## src/rtl/servo_pwm_gen.sv

```systemverilog
// servo_pwm_gen: four-channel 50 Hz servo PWM with per-frame shadowed pulse widths.
// Define SERVO_PWM_CLAMP_EN to clamp angles above 180 degrees before width conversion.
module servo_pwm_gen #(
  parameter int CLK_HZ    = 50000000,
  parameter int PERIOD_US = 20000,
  parameter int MIN_US    = 1000,
  parameter int MAX_US    = 2000
) (
  input  logic       clk,
  input  logic       rst,
  input  logic       en,
  input  logic [7:0] angle1,
  input  logic [7:0] angle2,
  input  logic [7:0] angle3,
  input  logic [7:0] angle4,
  output logic       pwm1,
  output logic       pwm2,
  output logic       pwm3,
  output logic       pwm4,
  output logic       frame_start
);
  localparam int DIV = CLK_HZ / 1000000;
  localparam int PW  = DIV > 1 ? $clog2(DIV) : 1;
  localparam int CW  = PERIOD_US > 1 ? $clog2(PERIOD_US) : 1;
  logic [PW-1:0] pre;
  logic [CW-1:0] us_cnt;
  logic [31:0]   width [4];
  logic [7:0]    ang [4];
  logic          tick, boundary;
  function automatic logic [31:0] calc(input logic [7:0] a);
    logic [7:0] c;
`ifdef SERVO_PWM_CLAMP_EN
    c = a > 8'd180 ? 8'd180 : a;
`else
    c = a;
`endif
    return 32'(MIN_US) + (32'(c) * 32'(MAX_US - MIN_US)) / 32'd180;
  endfunction
  assign ang      = '{angle1, angle2, angle3, angle4};
  assign tick     = pre == PW'(DIV - 1);
  assign boundary = tick && us_cnt == CW'(PERIOD_US - 1);
  // Widths reset to the centred position so the first frame after reset is neutral.
  always_ff @(posedge clk or posedge rst) begin
    if (rst) begin
      pre         <= '0;
      us_cnt      <= '0;
      frame_start <= 1'b0;
      pwm1        <= 1'b0;
      pwm2        <= 1'b0;
      pwm3        <= 1'b0;
      pwm4        <= 1'b0;
      for (int i = 0; i < 4; i++) width[i] <= calc(8'd90);
    end else begin
      pre         <= tick ? '0 : pre + 1'b1;
      if (tick) us_cnt <= boundary ? '0 : us_cnt + 1'b1;
      frame_start <= boundary;
      if (boundary) for (int i = 0; i < 4; i++) width[i] <= calc(ang[i]);
      pwm1        <= en && 32'(us_cnt) < width[0];
      pwm2        <= en && 32'(us_cnt) < width[1];
      pwm3        <= en && 32'(us_cnt) < width[2];
      pwm4        <= en && 32'(us_cnt) < width[3];
    end
  end
endmodule

```

## config.mk

```make
export PLATFORM = sky130hd
export DESIGN_NAME = servo_pwm_gen
export DESIGN_NICKNAME = d
export VERILOG_FILES = /design/src/rtl/servo_pwm_gen.sv
export SDC_FILE = /design/constraint.sdc
export NUM_CORES = 1
export LEC_CHECK = 0
export BUFFER_PORTS_ARGS = -buffer_cell sky130_fd_sc_hd__buf_2
export CAP_MARGIN = 20
export CORE_MARGIN = 2
export CORE_UTILIZATION = 55
export DETAILED_ROUTE_END_ITERATION = 8
export PLACE_DENSITY = 0.76
export SLEW_MARGIN = 20
export SYNTH_ARGS = -nofsm -noshare
export SYNTH_HDL_FRONTEND = slang
export SYNTH_SLANG_ARGS = --single-unit
```

## constraint.sdc

```tcl
create_clock -name clk -period 2.2 [get_ports clk]
set_input_delay 0.11 -clock clk [delete_from_list [all_inputs] [get_ports clk]]
set_output_delay 0.11 -clock clk [all_outputs]
set_load 0.02 [all_outputs]
```

==> PnR_summary.wiki, run 1 <==
{| class="wikitable"
! Metric !! Value
|-
| Count of input and output buffers || 39
|-
| Count of mapped cells out of synthesis || 2,951
|-
| Number of distinct library cells after synthesis || 126
|-
| Count of boundary I/O pins || 40
|-
| Syn avg cell area || 7.52 µm²
|-
| Die width || 205 µm
|-
| Most area-consuming cells after synthesis || ha_1 12%, fa_1 7.6%, dfrtp_1 5.2%, xnor2_1 4.5%, o21ai_0 4.4%
|-
| Area after detailed placement || 0.0319 mm²
|-
| Post-synth top area cell || ha_1
|-
| Top_reg_cell synth || dfrtp_1
|-
| Post-Synthesis Net Count || 3,289
|-
| Mapped Area || 0.0222 mm²
|-
| H-tree Lvls || 3
|-
| Number of warnings issued by yosys || 0
|-
| Largest net degree at the start of global routing || 42
|-
| Maximum root-to-sink buffer count || 2
|-
| Number of placement rows || 73
|-
| Pin type at the end of the worst path || register input
|-
| Number of enable flip-flop cells after synthesis || 0
|-
| Clock net sink count || 74
|-
| Starting Density || 55.8%
|-
| Die boundary height || 205 µm
|-
| Stop stage || global routing
|-
| Register bit count reported by yosys || 74
|-
| Weighted congestion at the end of routability-driven global placement || 0.976
|-
| Run status || stopped before the end
|-
| Worst endpoint after global-route timing repair || width[64]$_DFFE_PP0P_/D
|-
| All-layer global routing usage || 88.1%
|-
| Tool error || [ERROR GRT-0232] Routing congestion too high. Check the congestion heatmap in the GUI.
|-
| Share of flip-flops with an asynchronous set or reset after synthesis || 100%
|-
| Leftover overflow at the end of global routing || 635
|-
| Fraction of post-synthesis cell area in the top cell type by area || 12.3%
|-
| Total clock buffers created by CTS || 9
|-
| Clock root buffer || clkbuf_16
|-
| Dpl hpwl || 62,100 µm
|-
| Sequential fraction of the synthesis area || 8.50%
|}
==> metrics by stage <==
stage	std cells	hold WS, ns	util, %	worst slack, ns
4_1_cts	4600	0.268	89.5	-8.09
3_5_place_dp	4460	0.191	80.1	-8.82
3_3_place_gp	4460	0.189	80.1	-8.44
2_1_floorplan	2951	0.412	-	-8.31
==> Yosys cell counts, types with 30 or more instances <==
cell	number
ha_1	219
a21oi_1	185
clkbuf_1	77
nor2_1	206
o22ai_1	30
o211ai_1	47
nor2b_1	33
xnor2_1	115
nand2_1	222
or3_1	35
o21a_1	32
a211oi_1	55
nand2b_1	38
a31oi_1	45
nand4_1	38
fa_1	84
and2_1	35
inv_1	235
nand3_1	74
dfrtp_1	46
o21ai_0	196
mux2i_1	43
nor3_1	111
a21o_1	55
xor2_1	47
or2_2	31
==> metal layers <==
layer	GRT usage (%)	GRT overflow
met1	84.7	20
met3	77.0	24
met5	52.7	2
met4	92.4	175
met2	102	414
==> repair_timing <==
item,4_1_cts
setup buffers,132
gates resized for setup,515
cloned,1
pin swaps,240
hold endpoints to repair,19
endpoints found under the setup margin,52
hold buffers,1
==> cells by family after synthesis <==
family	count (synthesis)	synth area share [%]
flops	74	8.50
fa+ha+maj	307	20.1
xor+xnor	170	7.11
compound gates	1039	33.7
simple gates	950	21.6
mux	61	2.85
buf+inv	350	6.15
==> run 2: changes to the inputs <==
CORE_UTILIZATION = 40   (was 55)
PLACE_DENSITY = not set   (was 0.76)
PLACE_DENSITY_LB_ADDON = 0.15   (was not set)
clock period = 2.85 ns   (was 2.2 ns; I/O delays follow)
==> PnR_summary.wiki, run 2 <==
{| class="wikitable"
! Metric !! Value
|-
| Run status || complete, but fails checks
|-
| Violated checks || negative setup slack
|-
| Top layer in use || met5
|-
| Most area-consuming cells after synthesis || ha_1 12%, fa_1 7.6%, dfrtp_1 5.2%, xnor2_1 4.5%, o21ai_0 4.4%
|-
| Routed len/inst || 16.3 µm
|-
| Share of final-layout standard cells stronger than drive strength 1 || 49.6%
|-
| Iteration count of the initial detailed-routing pass || 5
|-
| Sum of routed wire segments on met1 || 34,100 µm
|-
| Count of max-cap constraint violations || 0
|-
| Count leader, synth || inv_1
|-
| Regs by FF count || width (48), us_cnt (15), pre (6)
|-
| Antenna viol nets, final || 0
|-
| Top_reg_cell synth || dfrtp_1
|-
| Dpl hpwl || 59,200 µm
|-
| Syn avg cell area || 7.52 µm²
|-
| Max Freq || 0.0950 GHz
|-
| Count of mapped cells out of synthesis || 2,951
|-
| Number of placement rows || 86
|-
| H-tree Lvls || 3
|-
| Inserted Diodes || 0
|-
| Commonest cells in the netlist || 235 x inv_1, 222 x nand2_1, 219 x ha_1, 206 x nor2_1, 196 x o21ai_0
|-
| Clock insertion delay at the later pin of the skew report || 0.34 ns
|-
| All-layer global routing usage || 26.1%
|-
| Leftover overflow at the end of global routing || 0
|-
| Count of final setup violators || 48
|-
| Register bit count reported by yosys || 74
|-
| Die outline area || 0.0574 mm²
|-
| Met2 WL post-DR || 41,100 µm
|-
| Maximum root-to-sink buffer count || 2
|-
| Clock net sink count || 74
|-
| Transition at the pin with the smallest max-transition slack || 0.957 ns
|-
| Fraction of the cycle the final worst path needs || 369%
|-
| Total routed wirelength || 79,900 µm
|-
| Total area of multi-input combinational cells || 0.0236 mm²
|-
| Clock slew seen by the registers of the worst setup and hold paths || 0.06 ns
|-
| Type of the tightest min-delay check || in -> async
|-
| Filler Cells Inserted || 4,217
|-
| Unrepaired setup endpoints after global routing || true
|-
| Via count || 27,600
|-
| Number of distinct library cells after synthesis || 126
|-
| Die boundary height || 240 µm
|-
| Count of placed standard cells in the final layout, fillers left out || 4,890
|-
| Setup CP Type || in -> reg
|-
| Largest net degree at the start of global routing || 75
|-
| Count of boundary I/O pins || 40
|-
| Final Max Slew Viols || 0
|-
| Hold violation count in the final report || 0
|-
| Vias per cell || 5.64
|-
| FF/Latch Area || 0.00189 mm²
|-
| Wire length of the first global-routing pass || 128,000 µm
|-
| Arr. time, crit path || 10.75 ns
|-
| Largest stage delay, worst path || 0.54 ns
|-
| Clock root buffer || clkbuf_16
|-
| Via count of the first global-routing pass || 27,300
|-
| CP max stage cell || fa_1
|-
| Post-synth top area cell || ha_1
|-
| Worst Setup End Kind || flip-flop
|-
| Sequential fraction of the synthesis area || 8.50%
|-
| Worst endpoint required time || 3.07 ns
|-
| Share of flip-flops with an asynchronous set or reset after synthesis || 100%
|-
| Max_slew headroom || 36.2%
|-
| Number of warnings issued by yosys || 0
|-
| Weighted congestion at the end of routability-driven global placement || 0.958
|-
| Area of the core || 0.0550 mm²
|-
| Clock tree from TritonCTS || yes
|-
| Relative area change from synthesis to final layout || 70.2%
|-
| Count of input and output buffers || 39
|-
| Initial DRC Count || 1,475
|-
| Amount of wire on met3 after detailed routing || 2480 µm
|-
| Post-route DRC || 0
|-
| Most frequent cells in the layout || 1,145 x buf_4, 208 x inv_1, 198 x nand2_1
|-
| Net count reported at finish || 4,475
|-
| Dominant cell type by count on the critical path || buf_4
|-
| Tmin final || 10.52 ns
|-
| Fraction of post-synthesis cell area in the top cell type by area || 12.3%
|-
| Critical Path Fanout Max || 6
|-
| Number of enable flip-flop cells after synthesis || 0
|-
| Launching element type of the critical path || input pin
|-
| Most flops, register || width
|-
| Post-Synthesis Net Count || 3,289
|-
| Number of flip-flops under the largest register name || 48
|-
| Min setup slack post-route || -7.67 ns
|-
| Most common cell after layout, fill and taps aside || buf_4
|-
| Die width || 240 µm
|-
| Starting Density || 40.4%
|-
| Mapped Area || 0.0222 mm²
|-
| Setup slack of the worst register-to-register path || 0.15 ns
|-
| Worst Clk Skew || 0.0112 ns
|-
| Total clock buffers created by CTS || 9
|-
| # placed instances || 4,652
|-
| Number of antenna violations at the first check in global routing || 1
|}
-- run 2: cell counts after synthesis --
Identical to the previous run, type by type.
-- run 2: layer usage --
| layer | up-vias | global-route usage (%) |
|---|---|---|
| met1 | 13300 | 32.6 |
| met5 | - | 0 |
| met3 | 186 | 1.86 |
| met2 | 638 | 48.2 |
| li1 | 13400 | - |
| met4 | 2 | 6.50 |
-- run 2: final cells by class --
cell class              count  share of cell area [%]
clock buffers              10                   0.632
repair buffers           1284                    26.8
inverters                 241                    2.53
flip-flops and latches     74                    4.99
clock inverters             6                   0.189
well taps                 748                    2.48
multi-input cells        2527                    62.4
-- run 2: cells by family (layout without fill, tap and decap cells) --
group           count (synthesis)  in the layout  share of synthesized area (%)
flops                          74             74                           8.50
simple gates                  950            950                           21.6
compound gates               1039           1039                           33.7
xor+xnor                      170            170                           7.11
fa+ha+maj                     307            307                           20.1
mux                            61             61                           2.85
buf+inv                       350           1541                           6.15
-- run 2: what timing repair did --
action | 4_1_cts | 5_1_grt
setup endpoints to repair | 48 | 52
pin swaps | 206 | 187
gates resized for setup | 447 | 321
gates cloned | 0 | 1
hold buffers | 0 | 0
buffers inserted | 126 | 102
-- run 2: per-stage QoR --
step	util [%]	instance area (µm²)	TNS, ns	hold WS [ns]	worst slack, ns
after global routing	68.7	37800	-320.35	0.169	-8.06
after detailed placement	58.1	32000	-331.35	0.456	-8.16
after global placement	58.1	32000	-326.31	0.451	-7.96
after floorplan	-	23800	-297.88	0.442	-7.69
after CTS	64.3	35400	-293.34	0.129	-7.64
final	68.7	37800	-304.60	0.0811	-7.67
-- run 2: worst max-delay path: cells and delay by family --
kind                       cells  cell delay (ns)
xor gates and xnor gates       3             0.66
adders and majority gates      5             2.24
buffers and inverters         12             1.65
AOI/OAI and AO/OA             20             4.12
and+or+nand+nor                9             1.89
-- run 2: worst paths after layout --
kind                                   startpoint                endpoint  depth (start not counted)
hold / removal                                rst   frame_start$_DFF_PP0_                          3
hold reg to reg            width[103]$_DFFE_PP1P_  width[103]$_DFFE_PP1P_                          2
max in group asynchronous                     rst   width[65]$_DFFE_PP0P_                          3
setup / recovery                        angle2[2]   width[64]$_DFFE_PP0P_                         49
min in group clk                               en          pwm3$_DFF_PP0_                          3
setup reg to reg            us_cnt[1]$_DFFE_PP0N_          pwm4$_DFF_PP0_                         16
Power of run 2 is not shown: default switching activity piles up to over one toggle a cycle in this logic, so the estimate is an artifact.
